<file path="src/rtl/mips_cpu_data_bridge_if.sv">
// rtl/mips_cpu_data_bridge_if.sv - CPU data port and word RAM port bundle
interface mips_cpu_data_bridge_if #(
  parameter int ADDR_W = 10
);
  // CPU side
  logic [31:0]       cpu_address;
  logic              cpu_read;
  logic              cpu_write;
  logic [3:0]        cpu_byteenable;
  logic [31:0]       cpu_writedata;
  logic [31:0]       cpu_readdata;
  logic              cpu_waitrequest;
  // RAM side
  logic [ADDR_W-1:0] mem_address;
  logic              mem_read;
  logic              mem_write;
  logic [31:0]       mem_writedata;
  logic [31:0]       mem_readdata;

  // Bridge view: consumes CPU requests and RAM read data
  modport slave (
    input  cpu_address, cpu_read, cpu_write, cpu_byteenable, cpu_writedata,
    output cpu_readdata, cpu_waitrequest,
    output mem_address, mem_read, mem_write, mem_writedata,
    input  mem_readdata
  );

  // Environment view: CPU issuing requests and RAM answering them
  modport master (
    output cpu_address, cpu_read, cpu_write, cpu_byteenable, cpu_writedata,
    input  cpu_readdata, cpu_waitrequest,
    input  mem_address, mem_read, mem_write, mem_writedata,
    output mem_readdata
  );
endinterface

</file>
<file path="src/rtl/mips_cpu_data_bridge.sv">
// rtl/mips_cpu_data_bridge.sv - byte-enabled CPU loads/stores onto a word RAM with RMW
module mips_cpu_data_bridge #(
  parameter int          ADDR_W = 10,
  parameter logic [31:0] BASE   = 32'h0000_0000
) (
  input  logic                     i_clk,
  input  logic                     i_rst_n,
  input  logic                     i_clk_enable,
  mips_cpu_data_bridge_if.slave    io_bus,
  output logic                     o_bus_error
);

  typedef enum logic [1:0] {S_IDLE, S_LOAD_RESP, S_RMW_WRITE} state_t;

  state_t            r_state;
  state_t            w_next;
  logic [31:0]       r_readdata;
  logic              r_bus_error;
  logic [ADDR_W-1:0] r_addr;
  logic [31:0]       r_wdata;
  logic [3:0]        r_mask;

  // Window decode works on word addresses; the byte offset bits play no role.
  logic [29:0]       w_word_off;
  logic              w_hit;
  logic [ADDR_W-1:0] w_index;
  logic              w_unused_lsb;

  logic              w_mem_read;
  logic              w_mem_write;
  logic [ADDR_W-1:0] w_mem_address;
  logic [31:0]       w_mem_writedata;
  logic              w_waitrequest;
  logic              w_set_err;
  logic              w_load_miss;
  logic              w_latch_addr;
  logic              w_latch_store;
  logic [31:0]       w_merged;

  assign w_word_off   = io_bus.cpu_address[31:2] - BASE[31:2];
  assign w_hit        = (w_word_off[29:ADDR_W] == '0);
  assign w_index      = w_word_off[ADDR_W-1:0];
  assign w_unused_lsb = ^io_bus.cpu_address[1:0];

  // Merge latched store lanes over the word just read back from RAM
  always_comb begin
    w_merged = io_bus.mem_readdata;
    for (int n = 0; n < 4; n++) begin
      if (r_mask[n]) w_merged[8*n +: 8] = r_wdata[8*n +: 8];
    end
  end

  // Next-state, RAM strobes and CPU handshake
  always_comb begin
    w_next          = r_state;
    w_mem_read      = 1'b0;
    w_mem_write     = 1'b0;
    w_mem_address   = '0;
    w_mem_writedata = '0;
    w_waitrequest   = 1'b0;
    w_set_err       = 1'b0;
    w_load_miss     = 1'b0;
    w_latch_addr    = 1'b0;
    w_latch_store   = 1'b0;
    case (r_state)
      S_IDLE: begin
        if (io_bus.cpu_write) begin
          // A simultaneous read is illegal; the store still goes ahead.
          if (io_bus.cpu_read || !w_hit) w_set_err = 1'b1;
          if (w_hit && io_bus.cpu_byteenable == 4'b1111) begin
            w_mem_write     = 1'b1;
            w_mem_address   = w_index;
            w_mem_writedata = io_bus.cpu_writedata;
          end else if (w_hit && io_bus.cpu_byteenable != 4'b0000) begin
            w_mem_read    = 1'b1;
            w_mem_address = w_index;
            w_waitrequest = 1'b1;
            w_latch_addr  = 1'b1;
            w_latch_store = 1'b1;
            w_next        = S_RMW_WRITE;
          end
        end else if (io_bus.cpu_read) begin
          if (!w_hit) begin
            w_set_err   = 1'b1;
            w_load_miss = 1'b1;
          end else begin
            w_mem_read    = 1'b1;
            w_mem_address = w_index;
            w_waitrequest = 1'b1;
            w_latch_addr  = 1'b1;
            w_next        = S_LOAD_RESP;
          end
        end
      end
      S_LOAD_RESP: begin
        w_mem_address = r_addr;
        w_next        = S_IDLE;
      end
      S_RMW_WRITE: begin
        w_mem_write     = 1'b1;
        w_mem_address   = r_addr;
        w_mem_writedata = w_merged;
        w_next          = S_IDLE;
      end
      default: w_next = S_IDLE;
    endcase
    // Frozen cycle: no RAM activity, and an in-flight access keeps the CPU stalled.
    if (!i_clk_enable) begin
      w_mem_read    = 1'b0;
      w_mem_write   = 1'b0;
      w_waitrequest = (r_state != S_IDLE);
    end
  end

  // State register and latched request copies, frozen while clk_enable is low
  always_ff @(posedge i_clk or negedge i_rst_n) begin
    if (!i_rst_n) begin
      r_state     <= S_IDLE;
      r_readdata  <= '0;
      r_bus_error <= 1'b0;
      r_addr      <= '0;
      r_wdata     <= '0;
      r_mask      <= '0;
    end else if (i_clk_enable) begin
      r_state <= w_next;
      if (w_set_err) r_bus_error <= 1'b1;
      if (w_load_miss) r_readdata <= '0;
      else if (r_state == S_LOAD_RESP) r_readdata <= io_bus.mem_readdata;
      if (w_latch_addr) r_addr <= w_index;
      if (w_latch_store) begin
        r_wdata <= io_bus.cpu_writedata;
        r_mask  <= io_bus.cpu_byteenable;
      end
    end
  end

  assign io_bus.cpu_readdata    = r_readdata;
  assign io_bus.cpu_waitrequest = w_waitrequest;
  assign io_bus.mem_address     = w_mem_address;
  assign io_bus.mem_read        = w_mem_read;
  assign io_bus.mem_write       = w_mem_write;
  assign io_bus.mem_writedata   = w_mem_writedata;
  assign o_bus_error            = r_bus_error;

endmodule

</file>
<file path="src/flat_wrapper.sv">
// flat-port wrapper written by rule: the top's interface ports become plain ports
module mips_cpu_data_bridge_flat 
#(
  parameter int          ADDR_W = 10,
  parameter logic [31:0] BASE   = 32'h0000_0000
)
  (i_clk, i_rst_n, i_clk_enable, o_bus_error, io_bus_cpu_address, io_bus_cpu_read, io_bus_cpu_write, io_bus_cpu_byteenable, io_bus_cpu_writedata, io_bus_cpu_readdata, io_bus_cpu_waitrequest, io_bus_mem_address, io_bus_mem_read, io_bus_mem_write, io_bus_mem_writedata, io_bus_mem_readdata);
  mips_cpu_data_bridge_if #(.ADDR_W(ADDR_W)) io_bus_i ();
  input  logic i_clk;
  input  logic i_rst_n;
  input  logic i_clk_enable;
  output logic o_bus_error;
  input wire logic [$bits(io_bus_i.cpu_address)-1:0] io_bus_cpu_address;
  input wire logic [$bits(io_bus_i.cpu_read)-1:0] io_bus_cpu_read;
  input wire logic [$bits(io_bus_i.cpu_write)-1:0] io_bus_cpu_write;
  input wire logic [$bits(io_bus_i.cpu_byteenable)-1:0] io_bus_cpu_byteenable;
  input wire logic [$bits(io_bus_i.cpu_writedata)-1:0] io_bus_cpu_writedata;
  output wire logic [$bits(io_bus_i.cpu_readdata)-1:0] io_bus_cpu_readdata;
  output wire logic [$bits(io_bus_i.cpu_waitrequest)-1:0] io_bus_cpu_waitrequest;
  output wire logic [$bits(io_bus_i.mem_address)-1:0] io_bus_mem_address;
  output wire logic [$bits(io_bus_i.mem_read)-1:0] io_bus_mem_read;
  output wire logic [$bits(io_bus_i.mem_write)-1:0] io_bus_mem_write;
  output wire logic [$bits(io_bus_i.mem_writedata)-1:0] io_bus_mem_writedata;
  input wire logic [$bits(io_bus_i.mem_readdata)-1:0] io_bus_mem_readdata;
  assign io_bus_i.cpu_address = io_bus_cpu_address;
  assign io_bus_i.cpu_read = io_bus_cpu_read;
  assign io_bus_i.cpu_write = io_bus_cpu_write;
  assign io_bus_i.cpu_byteenable = io_bus_cpu_byteenable;
  assign io_bus_i.cpu_writedata = io_bus_cpu_writedata;
  assign io_bus_cpu_readdata = io_bus_i.cpu_readdata;
  assign io_bus_cpu_waitrequest = io_bus_i.cpu_waitrequest;
  assign io_bus_mem_address = io_bus_i.mem_address;
  assign io_bus_mem_read = io_bus_i.mem_read;
  assign io_bus_mem_write = io_bus_i.mem_write;
  assign io_bus_mem_writedata = io_bus_i.mem_writedata;
  assign io_bus_i.mem_readdata = io_bus_mem_readdata;
  mips_cpu_data_bridge #(.ADDR_W(ADDR_W), .BASE(BASE)) u_core (.i_clk(i_clk), .i_rst_n(i_rst_n), .i_clk_enable(i_clk_enable), .io_bus(io_bus_i), .o_bus_error(o_bus_error));
endmodule
</file>
<file path="config.mk">
export PLATFORM = sky130hd
export DESIGN_NAME = mips_cpu_data_bridge_flat
export DESIGN_NICKNAME = d
export VERILOG_FILES = /design/src/rtl/mips_cpu_data_bridge_if.sv /design/src/rtl/mips_cpu_data_bridge.sv /design/src/flat_wrapper.sv
export SDC_FILE = /design/constraint.sdc
export NUM_CORES = 1
export LEC_CHECK = 0
export ABC_CLOCK_PERIOD_IN_PS = 2950
export CAP_MARGIN = 20
export CORE_MARGIN = 2
export CORE_UTILIZATION = 40
export CTS_CLUSTER_SIZE = 10
export DETAILED_ROUTE_END_ITERATION = 7
export HOLD_SLACK_MARGIN = 0.08
export PLACE_DENSITY = 0.87
export SLEW_MARGIN = 20
export SYNTH_ARGS = -nofsm -noshare
export SYNTH_HDL_FRONTEND = slang
export SYNTH_SLANG_ARGS = --single-unit
</file>
<file path="constraint.sdc">
create_clock -name i_clk -period 2.95 [get_ports i_clk]
set_input_delay 0.59 -clock i_clk [delete_from_list [all_inputs] [get_ports i_clk]]
set_output_delay 0.59 -clock i_clk [all_outputs]
set_load 0.05 [all_outputs]
</file>
==> results of run 1 <==
[layer usage]
layer  share of wire [%]  wire length (microns)  track usage (%)
met1                  38                   5520             29.2
met2                  53                   7660             45.9
met3                 6.5                    935             5.53
met4                 2.2                    321             9.83
met5                   0                      0                0
[final cells by class]
cell class	count	area (sq um)	area share, %
Clock buffer	11	141	1.90
Clock inverter	5	78.8	1.06
Inverter	3	11.3	0.151
Timing Repair Buffer	219	2620	35.1
Tap cell	136	170	2.28
Sequential cell	81	2030	27.2
Multi-Input combinational cell	275	2400	32.3
[Yosys cell counts, types with 4 or more instances]
cell type   n
buf_2       4
mux2_2     77
clkbuf_1   18
nand2_1    70
a32oi_1    10
ha_1        4
a22o_1     32
buf_1       5
a21oi_1    33
nor4_1      9
dfrtp_1    81
nor2_1     10
[registers in the layout (all words and copies together), names as in the netlist]
signal and count:
u_core.r_state 2, u_core.r_wdata 32, u_core.r_mask 4, u_core.io_bus.cpu_readdata 32, u_core.r_addr 10, u_core.o_bus_error 1
[power by group through the flow]
| stage | combinational (uW) | clock [uW] | sequential [uW] |
|---|---|---|---|
| floorplan | 393 | 0 | 2160 |
| global placement | 1830 | 0 | 1450 |
| detailed placement | 1870 | 0 | 1470 |
| CTS | 1890 | 906 | 1440 |
| global route | 2030 | 962 | 1470 |
| finish | 1920 | 889 | 1440 |
[worst paths after layout]
check,start,to,slack (ns),cells past startpoint
worst max-delay path,io_bus_cpu_read,io_bus_cpu_waitrequest,-0.01,6
worst min-delay path,i_rst_n,u_core.io_bus.cpu_readdata[24],0.25,1
worst max register to register,u_core.r_state[0],u_core.r_mask[0],0.92,7
worst min register to register,u_core.o_bus_error,u_core.o_bus_error,0.50,2
max in group asynchronous,i_rst_n,u_core.r_state[1],1.99,2
min in group i_clk,u_core.o_bus_error,u_core.o_bus_error,0.50,2
[worst max-delay path, delay by kind of cell]
kind	cells	cell delay (ns)
and+or+nand+nor	2	0.89
buffers and inverters	2	0.71
AOI/OAI and AO/OA	2	0.18
[repair_timing]
| item | 4_1_cts | 5_1_grt |
|---|---|---|
| hold buffers | 0 | 0 |
| gates resized for setup | 73 | 27 |
| pin swaps | 27 | 13 |
| cloned | 3 | 0 |
| setup buffers | 8 | 1 |
| setup endpoints to repair | 44 | 45 |
[cells by family (layout without fill, tap and decap cells)]
logic type | count (synthesis) | after routing
and+or+nand+nor | 108 | 108
AOI/OAI and AO/OA | 85 | 85
DFF | 81 | 81
muxes | 78 | 78
buffers and inverters | 33 | 238
adders and majority gates | 4 | 4
[metrics by stage]
| stage | setup TNS (ns) | utilization [%] |
|---|---|---|
| floorplan | 0 | - |
| global placement | -12.63 | 65.9 |
| detailed placement | -13.47 | 65.9 |
| CTS | 0 | 71.4 |
| global route | -0.0115 | 72.2 |
| finish | -0.0111 | 72.2 |
==> metrics, run 1 <==
status=finished, violations left; violated checks=setup timing; commonest non-fill, non-tap cells in the layout=clkdlybuf4s50_1, dfrtp_1, mux2_2, nand2_1, buf_12; critical path cell sequence=clkdlybuf4s50_1 > nor2b_1 > a31oi_4 > or4_4 > o21ai_4 > buf_12; Slew headroom=58.7%; syn avg cell area=10.9 sq um; Data required, critical path=around 2.4 ns; final net count=698; register area share after synthesis=47.8%; Tmin final=2.96 ns; P_leak=0.00330 uW; Synthesized Nets=about 500; Pwr Density=571 mW/mm^2; post-route cell area=~0.0075 sq mm; ANT cells=0; Root Buffer=clkbuf_8; clk sinks=81; share of layout cells above drive strength 1=40.6%; Int Power=2500 uW; global-route wire length before repair=22800 microns; crit-path max cell delay=0.55 ns; number of enable flip-flop cells after synthesis=0; Area growth, synth to finish=75.6%; crit end category=primary output; fmax=0.338 GHz; Max Cap Violations=0; post-route ant nets=0; antenna violations before repair=0; largest net degree at the start of global routing=50; Clock Skews=0.0176 ns; area of the core=0.0103 sq mm; die width=107 microns; Remaining Overflow, GRT=0; Slew Limit Fails=0; worst hold margin=0.248 ns; Overall Global Routing Usage=25.4%; Slowest-stage cell, CP=clkdlybuf4s50_1; async set-reset flop share out of synthesis=100%; Net Switching=1750 uW; Synth top area share=47.8%; cells after synthesis=389; Synth Area in Compound Gates=between 10 and 15%; starting density of the core=41.1%; Arr. time, crit path=2.37 ns; drt first-iter violations=152; synthesized flop and latch total=81; final WL=14400 microns; combinational power share=45.1%; YS warnings=0; most common cell after layout, fill and taps aside=clkdlybuf4s50_1; num ports=between 150 and 200; placed standard-cell area=0.00681 sq mm; Hold Path Class=in2async; drt wl/cell=19.8 microns; Clock Latency Late Sink=0.34 ns; Worst VDD drop=~0.47 mV; Final Power=4250 uW; CP Launch Type=input pin; Tcrit/Tclk final=100%; placed wire-length estimate=about 9800 microns; clock share of power=around a fifth; post-synthesis adder-cell area fraction=between 1 and 1.5%; crit path max fanout=4; worst slew pin tran=around 0.62 ns; mapped cell area=~0.0042 sq mm; critical path class=in2out; IO buf count=180; non-filler cells, final=between 700 and 800; via count=around 4100; 1st-pass router iterations=4; CTS tree=done; die area=between 0.01 and 0.015 sq mm; # rows=37; Synth area leader=dfrtp_1; sw frac=about two fifths; mux cell area share after synthesis=20.7%; TritonCTS Buffers=9; Remaining DRCs=0; CTS max path bufs=2; fillcell total=679; synth unique cells=32; number of global-route vias before repair=4535; post-synthesis simple-gate area fraction=12.4%; Hold Fails Final Rpt=0; clk slew on worst S/H paths=0.09 ns; GP Congestion=0.861; worst setup margin=-0.0111 ns; routed vias/inst=~5.6; Cell Count Post-Placement=between 700 and 800; final setup violation count=1; htree depth=3; largest family of logic cells by synthesized area=multiplexers; Setup WS pre-CTS=-0.318 ns; Post-synth top flop=dfrtp_1; largest cells by area after synthesis=dfrtp_1, mux2_2, a22o_1; XOR/XNOR share of the synthesized area=0%; Flop pwr share=34.0%; Die H=about 110 microns
Power figures use the tool's default switching activity.
==> run 2: changes to the inputs <==
==> constraint.sdc (replaced) <==
create_clock -name i_clk -period 2.95 [get_ports i_clk]
set_input_delay 0.7375 -clock i_clk [delete_from_list [all_inputs] [get_ports i_clk]]
set_output_delay 0.7375 -clock i_clk [all_outputs]
set_load 0.05 [all_outputs]
==> run 2 against run 1 <==
Against the previous run: the run still ends with setup timing left; combinational power increased by 4%; register-to-register slack improved by 0.03 ns; critical path depth increased by 2; sequential share of layout area down 1.2 points; flip-flop and latch count unchanged; routed wire length up 2.4%; final cell count increased by 0.96%; non-clock buffer count grew 7; design area rose by 4.8%; global-route usage rose by 1.0 points; clock power down 2%; critical path type unchanged.
==> metrics, run 2 (synthesis results as in run 1) <==
status=finished, violations left (unchanged); violated checks=setup timing (unchanged); P_leak=0.00339 uW (was 0.00330 uW); fillcell total=650 (was 679); Hold Path Class=in2async (unchanged); GP Congestion=0.755 (was 0.861); final core utilization=75.6% (was 72.2%); Data required, critical path=2.21 ns (was 2.36 ns); crit path max fanout=8 (was 4); final setup violation count=44 (was 1); Tcrit/Tclk final=105% (was 100%); Crit path depth=8 (was 6); clk sinks=81 (unchanged); Slowest-stage cell, CP=nor4_4 (was clkdlybuf4s50_1); post-route ant nets=0 (unchanged); Root Buffer=clkbuf_8 (unchanged); drt first-iter violations=150 (was 152); Setup WS pre-CTS=-0.580 ns (was -0.318 ns); number of global-route vias before repair=4467 (was 4535); htree depth=3 (unchanged); Slew Limit Fails=0 (unchanged); reg-to-reg critical path endpoint=u_core.r_wdata[25] (was u_core.r_mask[0]); Clock Skews=0.0138 ns (was 0.0176 ns); # rows=37 (unchanged); die area=0.0114 sq mm (unchanged); Hold Fails Final Rpt=0 (unchanged); final WL=14800 microns (was 14400 microns); most common cell after layout, fill and taps aside=clkdlybuf4s50_1 (unchanged); Tmin final=3.11 ns (was 2.96 ns); Clock Latency Late Sink=0.36 ns (was 0.34 ns); worst hold margin=0.396 ns (was 0.248 ns); worst slew pin tran=1.06 ns (was 0.619 ns); Overall Global Routing Usage=26.4% (was 25.4%); critical path class=in2out (unchanged); Crit path max-delay family=simple AND/OR/NAND/NOR gates (unchanged); largest net degree at the start of global routing=82 (was 50); Pwr Density=552 mW/mm^2 (was 571 mW/mm^2); CP Launch Type=input pin (unchanged); final net count=705 (was 698); starting density of the core=41.1% (unchanged); # hold bufs at CTS=0 (unchanged); Remaining DRCs=0 (unchanged); die width=107 microns (unchanged); setup TNS=-5.59 ns (was -0.0111 ns); Cell Count Post-Placement=710 (was 702); Slew headroom=29.3% (was 58.7%); area of the core=0.0103 sq mm (unchanged); commonest non-fill, non-tap cells in the layout=clkdlybuf4s50_1, dfrtp_1, mux2_2, nand2_1, buf_12 (unchanged); global-route wire length before repair=23400 microns (was 22800 microns); num ports=183 (unchanged); R2R setup slack=0.95 ns (was 0.92 ns); routed vias/inst=5.54 (was 5.59); crit path launch=io_bus_cpu_address[16] (was io_bus_cpu_read); 1st-pass router iterations=7 (was 4); Remaining Overflow, GRT=0 (unchanged); Die H=107 microns (unchanged); Worst VDD drop=0.491 mV (was 0.471 mV); non-filler cells, final=737 (was 730); reg2reg path depth=7 (unchanged); drt wl/cell=20.1 microns (was 19.8 microns); TritonCTS Buffers=9 (unchanged); CTS max path bufs=2 (unchanged); IO buf count=180 (unchanged); Area growth, synth to finish=84.0% (was 75.6%); antenna violations before repair=0 (unchanged); via count=4080 (was 4082); crit end category=primary output (unchanged); fmax=0.322 GHz (was 0.338 GHz); clk slew on worst S/H paths=0.09 ns (about the same); CTS tree=done (unchanged); placed wire-length estimate=10200 microns (was 9770 microns); share of layout cells above drive strength 1=45.1% (was 40.6%); ANT cells=0 (unchanged); crit-path max cell delay=0.38 ns (was 0.55 ns); Critical Path End=io_bus_mem_writedata[24] (was io_bus_cpu_waitrequest); Arr. time, crit path=2.37 ns (about the same); RSZ-0062 raised after global routing=yes; R2R Path Start=u_core.r_state[1] (was u_core.r_state[0]); Max Cap Violations=0 (unchanged); CP Buf/Inv Count=4 (was 2); worst setup margin=-0.156 ns (was -0.0111 ns); critical path cell sequence=buf_2 > nor4_4 > nand4_4 > nor4_4 > buf_6 > buf_12 > a22o_4 > buf_12 (was clkdlybuf4s50_1 > nor2b_1 > a31oi_4 > or4_4 > o21ai_4 > buf_12)
-- run 2: worst reg2reg max path, delay by kind of cell, from the launching register on --
kind | cells | cell delay (ns)
buffers and inverters | 3 | 0.64
DFF | 1 | 0.43
adders and majority gates | 1 | 0.20
and+or+nand+nor | 2 | 0.24
muxes | 1 | 0.39
-- run 2: timing repair --
action	CTS	global route
gates cloned	3	0
pin swaps	28	3
setup buffers	7	1
endpoints found under the setup margin	45	45
resized for setup	120	7
endpoints found under the hold margin	0	0
-- run 2: worst min-delay path by stage --
stage	slack, ns	startpoint	to
final	0.40	i_rst_n	u_core.r_addr[6]
after global routing	0.47	i_rst_n	u_core.r_addr[6]
after CTS	0.51	u_core.o_bus_error	u_core.o_bus_error
after detailed placement	0.48	u_core.r_wdata[7]	u_core.r_wdata[7]
after global placement	0.46	u_core.r_wdata[7]	u_core.r_wdata[7]
after floorplan	0.44	i_rst_n	u_core.io_bus.cpu_readdata[0]
-- run 2: stage by stage --
step | cell area [sq um] | power, uW
3_5_place_dp | 7190 | 3370
6_report | 7800 | 4310
2_1_floorplan | 4640 | 2570
4_1_cts | 7760 | 4320
3_3_place_gp | 7190 | 3310
5_1_grt | 7800 | 4510
-- run 2: final cells by class --
class | instances | area, sq um | area share, %
Clock inverter | 6 | 72.6 | 0.930
Inverter | 3 | 11.3 | 0.144
Tap cell | 136 | 170 | 2.18
Multi-Input combinational cell | 275 | 2740 | 35.2
Timing Repair Buffer | 226 | 2640 | 33.9
Sequential cell | 81 | 2030 | 26.0
Clock buffer | 10 | 138 | 1.76
-- run 2: per-layer routing --
layer	track usage [%]	up-vias	routed length (microns)
li1	-	1850	-
met1	30.9	2045	5770
met2	47.6	159	7790
met3	6.14	26	955
met4	8.53	0	261
met5	0	-	0
-- run 2: where the power goes --
group / switching (uW) / internal [uW]
registers: 130 / 1320
clock network: 446 / 427
logic: 1290 / 699
total: 1860 / 2440
==> run 3: changes to the inputs <==
- HOLD_SLACK_MARGIN: 0.08 -> not set
==> results of run 3 <==
No change in the layout: final DEF, timing and power equal those of run 2.
